$ cat src/rtl/mux_pkg.sv
// Shared types and helpers for the N:1 registered scanning multiplexer.
package mux_pkg;

    typedef enum logic [1:0] {
        MANUAL = 2'd0,
        SCAN   = 2'd1,
        IDLE   = 2'd2
    } state_t;

    localparam logic MODE_MANUAL = 1'b0;
    localparam logic MODE_AUTO   = 1'b1;

    // Index width that never collapses to zero bits, even for tiny counts.
    function automatic int idx_width(input int n);
        return (n <= 2) ? 1 : $clog2(n);
    endfunction

endpackage

$ cat src/rtl/mux_nto1_scan_if.sv
// Channel bus for mux_nto1_scan: data/select/mode/mask in, tagged sample out.
interface mux_nto1_scan_if #(
    parameter int N = 8,
    parameter int W = 1
) ();
    localparam int SW = mux_pkg::idx_width(N);

    logic [N*W-1:0] d;
    logic [SW-1:0]  sel;
    logic           mode;
    logic [N-1:0]   en_mask;
    logic [W-1:0]   y;
    logic [SW-1:0]  y_ch;
    logic           y_valid;
    logic           wrap;

    modport master (
        output d, sel, mode, en_mask,
        input  y, y_ch, y_valid, wrap
    );

    modport slave (
        input  d, sel, mode, en_mask,
        output y, y_ch, y_valid, wrap
    );

endinterface

$ cat src/rtl/mux_next_ch.sv
// Circular priority finder: first enabled channel at or after 'start',
// wrapping past N-1. 'start' is one bit wider so that ptr+1 == N is legal.
module mux_next_ch
    import mux_pkg::*;
#(
    parameter  int N  = 8,
    localparam int SW = idx_width(N)
) (
    input  logic [N-1:0]  en_mask,
    input  logic [SW:0]   start,
    output logic [SW-1:0] next_idx,
    output logic          any_en,
    output logic          wrapped
);

    // Scan N positions from start; wrapped means the hit lies below start.
    always_comb begin
        logic found;
        int   base;
        int   k;
        found    = 1'b0;
        next_idx = '0;
        wrapped  = 1'b0;
        base     = int'(start) % N;
        k        = 0;
        for (int i = 0; i < N; i++) begin
            k = base + i;
            if (k >= N) begin
                k = k - N;
            end
            if (!found && en_mask[k[SW-1:0]]) begin
                found    = 1'b1;
                next_idx = SW'(k);
                wrapped  = (k < int'(start));
            end
        end
    end

    assign any_en = |en_mask;

endmodule

$ cat src/rtl/mux_nto1_scan.sv
// N-channel, W-bit registered multiplexer with manual select and an
// automatic scan that dwells DWELL cycles on each enabled channel.
module mux_nto1_scan
    import mux_pkg::*;
#(
    parameter int N     = 8,
    parameter int W     = 1,
    parameter int DWELL = 4
) (
    input  logic           clk,
    input  logic           rst,
    mux_nto1_scan_if.slave bus
);

    localparam int              SW   = idx_width(N);
    localparam int              CW   = idx_width(DWELL);
    localparam logic [CW-1:0]   LAST = CW'(DWELL - 1);

    state_t         state;
    logic [SW-1:0]  ptr;
    logic [CW-1:0]  cnt;
    logic [SW:0]    search_start;
    logic [SW-1:0]  found_idx;
    logic           any_en;
    logic           found_wrapped;
    logic           sel_ok;
    logic           advance;
    logic [SW-1:0]  scan_idx;

    function automatic logic [W-1:0] chan(input logic [N*W-1:0] dv,
                                          input logic [SW-1:0]  idx);
        return dv[int'(idx)*W +: W];
    endfunction

    // Scanning searches from the slot after ptr; entering a scan searches from 0.
    always_comb begin
        search_start = '0;
        if (state == SCAN) begin
            search_start = {1'b0, ptr} + (SW+1)'(1);
        end
    end

    mux_next_ch #(.N(N)) u_next_ch (
        .en_mask  (bus.en_mask),
        .start    (search_start),
        .next_idx (found_idx),
        .any_en   (any_en),
        .wrapped  (found_wrapped)
    );

    // Manual select is only usable when it names an existing, enabled channel.
    always_comb begin
        sel_ok = 1'b0;
        if (int'(bus.sel) < N) begin
            sel_ok = bus.en_mask[bus.sel];
        end
    end

    // Pick the channel presented next: stay, advance, or the scan entry point.
    always_comb begin
        advance  = 1'b0;
        scan_idx = found_idx;
        if (state == SCAN) begin
            if (!bus.en_mask[ptr] || cnt == LAST) begin
                advance = 1'b1;
            end else begin
                scan_idx = ptr;
            end
        end else if (sel_ok) begin
            scan_idx = bus.sel;
        end
    end

    // Mode sequencer with registered, tagged outputs.
    always_ff @(posedge clk or posedge rst) begin
        if (rst) begin
            state       <= MANUAL;
            ptr         <= '0;
            cnt         <= '0;
            bus.y       <= '0;
            bus.y_ch    <= '0;
            bus.y_valid <= 1'b0;
            bus.wrap    <= 1'b0;
        end else if (bus.mode != MODE_AUTO) begin
            state       <= MANUAL;
            cnt         <= '0;
            bus.y       <= sel_ok ? chan(bus.d, bus.sel) : '0;
            bus.y_ch    <= bus.sel;
            bus.y_valid <= sel_ok;
            bus.wrap    <= 1'b0;
        end else if (!any_en) begin
            state       <= IDLE;
            cnt         <= '0;
            bus.y       <= '0;
            bus.y_ch    <= ptr;
            bus.y_valid <= 1'b0;
            bus.wrap    <= 1'b0;
        end else begin
            state       <= SCAN;
            ptr         <= scan_idx;
            cnt         <= (state == SCAN && !advance) ? cnt + CW'(1) : '0;
            bus.y       <= chan(bus.d, scan_idx);
            bus.y_ch    <= scan_idx;
            bus.y_valid <= 1'b1;
            bus.wrap    <= advance && found_wrapped;
        end
    end

endmodule
$ cat src/flat_wrapper.sv
// flat-port wrapper written by rule: the top's interface ports become plain ports
module mux_nto1_scan_flat import mux_pkg::*;
#(
    parameter int N     = 8,
    parameter int W     = 1,
    parameter int DWELL = 4
)
  (clk, rst, bus_d, bus_sel, bus_mode, bus_en_mask, bus_y, bus_y_ch, bus_y_valid, bus_wrap);
  mux_nto1_scan_if #(.N(N), .W(W)) bus_i ();
  input  logic clk;
  input  logic rst;
  input wire logic [$bits(bus_i.d)-1:0] bus_d;
  input wire logic [$bits(bus_i.sel)-1:0] bus_sel;
  input wire logic [$bits(bus_i.mode)-1:0] bus_mode;
  input wire logic [$bits(bus_i.en_mask)-1:0] bus_en_mask;
  output wire logic [$bits(bus_i.y)-1:0] bus_y;
  output wire logic [$bits(bus_i.y_ch)-1:0] bus_y_ch;
  output wire logic [$bits(bus_i.y_valid)-1:0] bus_y_valid;
  output wire logic [$bits(bus_i.wrap)-1:0] bus_wrap;
  assign bus_i.d = bus_d;
  assign bus_i.sel = bus_sel;
  assign bus_i.mode = bus_mode;
  assign bus_i.en_mask = bus_en_mask;
  assign bus_y = bus_i.y;
  assign bus_y_ch = bus_i.y_ch;
  assign bus_y_valid = bus_i.y_valid;
  assign bus_wrap = bus_i.wrap;
  mux_nto1_scan #(.N(N), .W(W), .DWELL(DWELL)) u_core (.clk(clk), .rst(rst), .bus(bus_i));
endmodule
$ cat config.mk
export PLATFORM = sky130hd
export DESIGN_NAME = mux_nto1_scan_flat
export DESIGN_NICKNAME = d
export VERILOG_FILES = /design/src/rtl/mux_pkg.sv /design/src/rtl/mux_nto1_scan_if.sv /design/src/rtl/mux_next_ch.sv /design/src/rtl/mux_nto1_scan.sv /design/src/flat_wrapper.sv
export SDC_FILE = /design/constraint.sdc
export NUM_CORES = 1
export LEC_CHECK = 0
export ABC_AREA = 1
export CAP_MARGIN = 20
export CORE_UTILIZATION = 61
export CTS_CLUSTER_DIAMETER = 80
export DETAILED_ROUTE_END_ITERATION = 16
export GPL_ROUTABILITY_DRIVEN = 0
export PLACE_DENSITY = 0.87
export SLEW_MARGIN = 20
export SYNTH_ARGS = -nofsm -noshare
export SYNTH_HDL_FRONTEND = slang
export SYNTH_HIERARCHICAL = 1
export SYNTH_SLANG_ARGS = --single-unit
$ cat constraint.sdc
create_clock -name clk -period 8.5 [get_ports clk]
set_clock_uncertainty 0.1 [all_clocks]
set_input_delay 0.85 -clock clk [delete_from_list [all_inputs] [get_ports clk]]
set_output_delay 0.85 -clock clk [all_outputs]
set_load 0.05 [all_outputs]
==> reports/summary.txt, run 1 <==
status -> completed
XOR/XNOR share of the synthesized area -> 0.400%
clk sinks -> 13
first-pass GRT wire length -> 9.14 mm
GRT Total Usage -> 32.2%
max_cap viols -> 0
Leak -> 1.25 nW
critical path class -> reg2reg
vias in the first global route -> 1933
initial antenna violation count -> 0
Starting Density -> 64.6%
Die Wd -> 61.9 um
drt wl/cell -> 13.6 um
Comb power frac -> 85.1%
Setup crit start kind -> register
nets@finish -> 411
Final min period -> 4.22 ns
clock power share -> 4.4%
die area -> 0.00383 mm2
post-synthesis sequential area ratio -> 14.9%
Pwr Density -> 364 mW/mm2
diode count -> 0
hold_ws -> 0.358 ns
Critical Path RT -> 8.57 ns
final setup TNS -> 0 ns
final hold violations -> 0
post-synthesis cell type count -> 39
CTS tree -> done
RSZ-0062 raised after global routing -> false
CP most frequent cell -> nand3_1
compound-cell area share of the yosys netlist -> 8.74%
delay of the slowest cell on the worst path -> 0.60 ns
via count -> 2338
area delta synth->final -> 14.6%
Tightest Hold Check Type -> reg2reg
post-CTS setup buffers -> 0
vias per inst -> 5.66
routed wire length -> 5.62 mm
post-CTS resize count -> 0
commonest non-fill, non-tap cells in the layout -> nand2_1, nand3_1, inv_1, nor2_1, clkdlybuf4s50_1
Gate Count Post-Synth -> 336
Slew Limit Fails -> 0
Switching Share -> 61.0%
Avg Synthesized Cell Area -> 6.52 um2
Internal -> 356 uW
register area -> 325 um2
die height -> 61.9 um
post-synthesis mux area share -> 0%
CTS Buffer Depth -> 2
DP HPWL -> 4.61 mm
commonest register cell after synthesis -> dfrtp_1
crit path cell chain -> ha_1 > inv_1 > nor2_1 > inv_2 > ha_1 > inv_1 > nand3_2 > nand2_1 > nand2_1 > nand2_4 > nand3_4 > nor2_4 > nand3_2 > nor2_1 > nor2_1 > nand3_1 > nand3_1 > nand3_1 > nand3_2 > clkinv_1 > nand3_1 > nand3_1 > nand3_1
CP max-delay cell -> nor2_1
CTS Hold Buffers Added -> 0
Synth Register Bits -> 13
Post-Synthesis Cell Area -> 0.00219 mm2
Adder-Cell Fraction of Synth Area -> 12.0%
core box area -> 0.00339 mm2
Bufs and invs on worst path -> 4
EDFF count, synth -> 0
largest family of logic cells by synthesized area -> simple AND/OR/NAND/NOR gates
Flop pwr share -> 10.5%
PortBufs -> 27
GRT Residual Overflow -> 0
DRC viols -> 0
clock buffer count from CTS -> 3
htree depth -> 1
clock root buffer -> clkbuf_4
Arrival @ worst endpoint -> 4.29 ns
layout cells sized above 1 -> 14.2%
DRT antenna net count -> 0
clock slew at reported path FFs -> 0.08 ns
1st-pass router iterations -> 5
switching power -> 557 uW
Clock Latency Late Sink -> 0.28 ns
period utilization -> 49.6%
final setup fails -> 0
count of routing violations after the opening detailed-route iteration -> 209
Fmax -> 0.237 GHz
maximum vdd drop -> 0.000288 V
Core Rows -> 21
CP Max Fanout -> 12
pin count of the biggest net entering global routing -> 15
io pins -> 28
Crit. End Element -> register
Yosys warnings -> 6
Top Family by Delay on Critical Path -> simple AND/OR/NAND/NOR gates
Worst Tran Pin Value -> 0.816 ns
post-synthesis simple-gate area fraction -> 53.5%
footprint of the multi-input gates -> 0.00165 mm2
Slew headroom -> 45.4%
commonest non-fill, non-tap cell in the layout -> nand2_1
# fillers -> 273
Async SR Flop Fraction -> 100%
==> power by group through the flow <==
stage	logic (mW)	registers (mW)	clock network, mW
5_1_grt	0.867	0.0974	0.0430
4_1_cts	0.761	0.0953	0.0390
3_5_place_dp	0.757	0.0967	0
3_3_place_gp	0.746	0.0944	0
6_report	0.777	0.0958	0.0400
2_1_floorplan	0.574	0.127	0
==> cell families (layout without fill, tap and decap cells) <==
| family | count (synthesis) | after routing |
|---|---|---|
| buffers and inverters | 49 | 76 |
| flip-flops | 13 | 13 |
| AO/OA/AOI/OAI | 32 | 32 |
| other | 1 | 5 |
| AND/OR/NAND/NOR | 219 | 219 |
| adder cells (fa/ha/maj) | 21 | 21 |
| XOR/XNOR | 1 | 1 |
==> worst reg2reg max path, cell delays in order (launching register included) <==
cell and delay (ns):
dfrtp_1 0.47, ha_1 0.31, inv_1 0.03, nor2_1 0.60, inv_2 0.28, ha_1 0.44, inv_1 0.23, nand3_2 0.13
nand2_1 0.11, nand2_1 0.09, nand2_4 0.10, nand3_4 0.09, nor2_4 0.15, nand3_2 0.14, nor2_1 0.12, nor2_1 0.05
nand3_1 0.07, nand3_1 0.08, nand3_1 0.10, nand3_2 0.11, clkinv_1 0.08, nand3_1 0.07, nand3_1 0.07, nand3_1 0.07
==> layer usage <==
| layer | track usage (%) | up-vias | share of wire (%) |
|---|---|---|---|
| met5 | 0 | - | 0 |
| li1 | - | 1177 | - |
| met2 | 48.2 | 122 | 43 |
| met1 | 49.3 | 1035 | 46 |
| met3 | 4.55 | 4 | 11 |
| met4 | 4.76 | 0 | 0.43 |
==> Yosys cell counts, types with 2 or more instances <==
master / count / share of area [%]
o21ai_1: 2 / 0.46
nor2_4: 2 / 1.0
buf_6: 2 / 1.0
nand4_1: 3 / 0.86
nand3_1: 60 / 14
nand3_2: 13 / 5.9
o221ai_1: 3 / 1.2
nor4_1: 3 / 0.86
clkinv_1: 2 / 0.34
o21ai_0: 12 / 2.7
nand2_2: 10 / 2.9
nand2_1: 83 / 14
nand3_4: 3 / 2.4
nand2_4: 7 / 3.6
ha_1: 21 / 12
o22ai_1: 2 / 0.57
a21oi_1: 6 / 1.4
inv_1: 34 / 5.8
inv_2: 7 / 1.2
o21a_1: 2 / 0.69
nor2_1: 28 / 4.8
nand3b_1: 2 / 0.69
dfrtp_1: 13 / 15
==> metrics by stage <==
step | utilization [%] | std cells | setup slack (ns) | power, mW | area (um2)
2_1_floorplan | - | 340 | 5.11 | 0.700 | 2200
5_1_grt | 74.0 | 413 | 3.81 | 1.01 | 2510
4_1_cts | 74.0 | 413 | 4.32 | 0.895 | 2510
3_3_place_gp | 73.2 | 409 | 4.49 | 0.840 | 2480
3_5_place_dp | 73.2 | 409 | 4.35 | 0.854 | 2480
6_report | 74.0 | 413 | 4.28 | 0.913 | 2510
==> final cells by class <==
class / instances / share of cell area [%]
repair buffers: 27 / 10.8
flip-flops and latches: 13 / 13.0
inverters: 45 / 7.03
multi-input cells: 278 / 65.9
well taps: 46 / 2.29
clock buffers: 4 / 1.05
==> registers in the layout (all words and copies together), names as in the netlist <==
signal	cells
u_core/bus.y_ch	3
u_core/ptr	3
u_core/cnt	2
u_core/state	2
u_core/bus.wrap	1
u_core/bus.y	1
u_core/bus.y_valid	1
==> final timing paths <==
kind	startpoint	endpoint	slack [ns]	cells after the start
setup / recovery	u_core/ptr[0]	u_core/bus.y	4.28	23
hold / removal	u_core/cnt[0]	u_core/cnt[0]	0.36	1
hold reg to reg	u_core/cnt[0]	u_core/cnt[0]	0.36	1
setup reg to reg	u_core/ptr[0]	u_core/bus.y	4.28	23
max in group asynchronous	rst	u_core/cnt[1]	7.20	2
min in group asynchronous	rst	u_core/state[1]	0.78	2
Power figures use the tool's default switching activity.
==> inputs of run 2 (changes only) <==
--- a/config.mk
+++ b/config.mk
@@ -7,11 +7,11 @@
 export LEC_CHECK = 0
 export ABC_AREA = 1
 export CAP_MARGIN = 20
-export CORE_UTILIZATION = 61
+export CORE_UTILIZATION = 57
 export CTS_CLUSTER_DIAMETER = 80
 export DETAILED_ROUTE_END_ITERATION = 16
 export GPL_ROUTABILITY_DRIVEN = 0
-export PLACE_DENSITY = 0.87
+export PLACE_DENSITY = 0.82
 export SLEW_MARGIN = 20
 export SYNTH_ARGS = -nofsm -noshare
 export SYNTH_HDL_FRONTEND = slang
==> constraint.sdc (replaced) <==
create_clock -name clk -period 4.1 [get_ports clk]
set_clock_uncertainty 0.1 [all_clocks]
set_input_delay 0.41 -clock clk [delete_from_list [all_inputs] [get_ports clk]]
set_output_delay 0.41 -clock clk [all_outputs]
set_load 0.05 [all_outputs]
==> reports/summary.txt, run 2 (synthesis results as in run 1) <==
commonest non-fill, non-tap cells in the layout -> nand2_1, nand3_1, inv_1, nor2_1, clkdlybuf4s50_1
final hold violations -> 0 (unchanged)
final core utilization -> 69.7% (-4.4 points)
DRT antenna net count -> 0 (unchanged)
Crit. End Element -> register
area delta synth->final -> 16.5%
clock buffer count from CTS -> 3 (unchanged)
Starting Density -> 59.8% (-4.8 points)
status -> completed
Fmax -> 0.270 GHz (+14%)
Worst Hold Launch -> u_core/cnt[0]
layout cells sized above 1 -> 14.9% (+0.74 points)
vias in the first global route -> 2106 (+8.9%)
core box area -> 0.00366 mm2 (+8.0%)
GRT Total Usage -> 29.6% (-2.6 points)
pin count of the biggest net entering global routing -> 15 (unchanged)
max_cap viols -> 0 (unchanged)
Slew headroom -> 64.7% (+19 points)
nets@finish -> 413 (+0.49%)
Critical Path RT -> 4.12 ns (-4.45 ns)
drt wl/cell -> 13.2 um (-3.0%)
post-CTS resize count -> 0 (unchanged)
initial antenna violation count -> 0 (unchanged)
RSZ-0062 raised after global routing -> false
count of routing violations after the opening detailed-route iteration -> 216 (+3.3%)
Tightest Hold Check Type -> reg2reg
first-pass GRT wire length -> 9.68 mm (+5.9%)
critical path class -> reg2reg
routed wire length -> 5.50 mm (-2.1%)
# fillers -> 312 (+14%)
period utilization -> 90.2% (+41 points)
cell depth of the worst flop-to-flop path -> 18 (-22%)
CTS tree -> done
commonest non-fill, non-tap cell in the layout -> nand2_1
htree depth -> 1 (unchanged)
Worst Hold End -> u_core/cnt[0]
vias per inst -> 5.57 (-1.6%)
CTS Hold Buffers Added -> 0 (unchanged)
io pins -> 28 (unchanged)
clock slew at reported path FFs -> 0.06 ns (-0.02 ns)
Die Wd -> 64.0 um (+3.3%)
DRC viols -> 0 (unchanged)
maximum vdd drop -> 0.000418 V (+45%)
register area -> 325 um2 (unchanged)
Regs by FF count -> u_core/bus.y_ch: 3 flops, u_core/ptr: 3 flops
Leak -> 1.27 nW (+1.5%)
DP HPWL -> 4.50 mm (-2.5%)
reg2reg end -> u_core/bus.y
Slew Limit Fails -> 0 (unchanged)
R2R Setup Slk -> 0.40 ns (-3.88 ns)
post-CTS setup buffers -> 0 (unchanged)
1st-pass router iterations -> 5 (unchanged)
via count -> 2322 (-0.68%)
final setup TNS -> 0 ns (unchanged)
CP Max Fanout -> 11 (-1)
Setup crit start kind -> register
PortBufs -> 27 (unchanged)
Final min period -> 3.70 ns (-0.520 ns)
die area -> 0.00409 mm2 (+6.8%)
Clock Latency Late Sink -> 0.24 ns (-0.04 ns)
GRT Residual Overflow -> 0 (unchanged)
CTS Buffer Depth -> 2 (unchanged)
diode count -> 0 (unchanged)
die height -> 64.0 um (+3.3%)
Arrival @ worst endpoint -> 3.72 ns (-0.57 ns)
footprint of the multi-input gates -> 0.00166 mm2 (+0.30%)
Reg2Reg Launch Point -> u_core/ptr[0]
Core Rows -> 22 (+4.8%)
Worst Hold Path Cells -> 1 (unchanged)
clock root buffer -> clkbuf_8
clk sinks -> 13 (unchanged)
Pwr Density -> 757 mW/mm2 (+110%)
final setup fails -> 0 (unchanged)
Worst Tran Pin Value -> 0.525 ns (-0.291 ns)
run 2: metal layers:
metal	vias to the layer above	track usage [%]	wire, um
li1	1180	-	-
met1	1049	44.3	2590
met2	87	45.6	2480
met3	6	1.96	373
met4	0	7.10	60
met5	-	0	0
run 2: stage by stage:
stage,power (mW),instance area (um2),worst slack [ns],hold WS [ns],std cells
after floorplan,1.45,2200,0.705,0.187,340
after global placement,1.75,2500,0.423,0.340,413
after detailed placement,1.78,2500,0.358,0.365,413
after CTS,1.90,2540,0.327,0.372,417
after global routing,2.14,2550,0.0261,0.394,417
final,1.93,2550,0.403,0.362,417
run 2: worst max-delay path by stage:
| stage | startpoint | end | cells after the start |
|---|---|---|---|
| final | u_core/ptr[0] | u_core/bus.y | 18 |
| after global routing | u_core/ptr[0] | u_core/bus.y | 19 |
| after CTS | u_core/ptr[0] | u_core/bus.y | 18 |
| after detailed placement | u_core/ptr[0] | u_core/bus.y | 18 |
| after global placement | u_core/ptr[0] | u_core/bus.y | 18 |
| after floorplan | u_core/state[1] | u_core/bus.y | 25 |
run 2: area by class of cell:
type,count,area share (%)
Sequential cell,13,12.8
Tap cell,48,2.36
Multi-Input combinational cell,278,65.0
Clock buffer,4,1.77
Inverter,45,6.92
Timing Repair Buffer,29,11.2
run 2: where the power goes:
| part | internal (mW) | switching, mW | total (mW) |
|---|---|---|---|
| Sequential | 0.166 | 0.0337 | 0.199 |
| Combinational | 0.548 | 1.07 | 1.62 |
| Clock | 0.0686 | 0.0450 | 0.114 |
run 2: worst max-delay path, cell delays in order (launching register included):
cell      delay (ns)
dfrtp_1         0.48
ha_1            0.21
o21ai_0         0.07
a21oi_1         0.34
inv_1           0.30
ha_1            0.46
inv_1           0.13
nand3_1         0.10
o21ai_1         0.16
a211oi_2        0.35
nand3_1         0.13
nand3_1         0.13
nand3_1         0.10
nand3_1         0.10
nand3_2         0.11
clkinv_1        0.08
nand3_1         0.08
nand3_1         0.07
nand3_1         0.06
==> inputs of run 3 (changes only) <==
--- a/config.mk
+++ b/config.mk
@@ -12,7 +12,6 @@
 export DETAILED_ROUTE_END_ITERATION = 16
 export GPL_ROUTABILITY_DRIVEN = 0
 export PLACE_DENSITY = 0.82
-export SLEW_MARGIN = 20
 export SYNTH_ARGS = -nofsm -noshare
 export SYNTH_HDL_FRONTEND = slang
 export SYNTH_HIERARCHICAL = 1
==> results of run 3 <==
The final DEF is identical to that of run 2; final timing and power are the same.
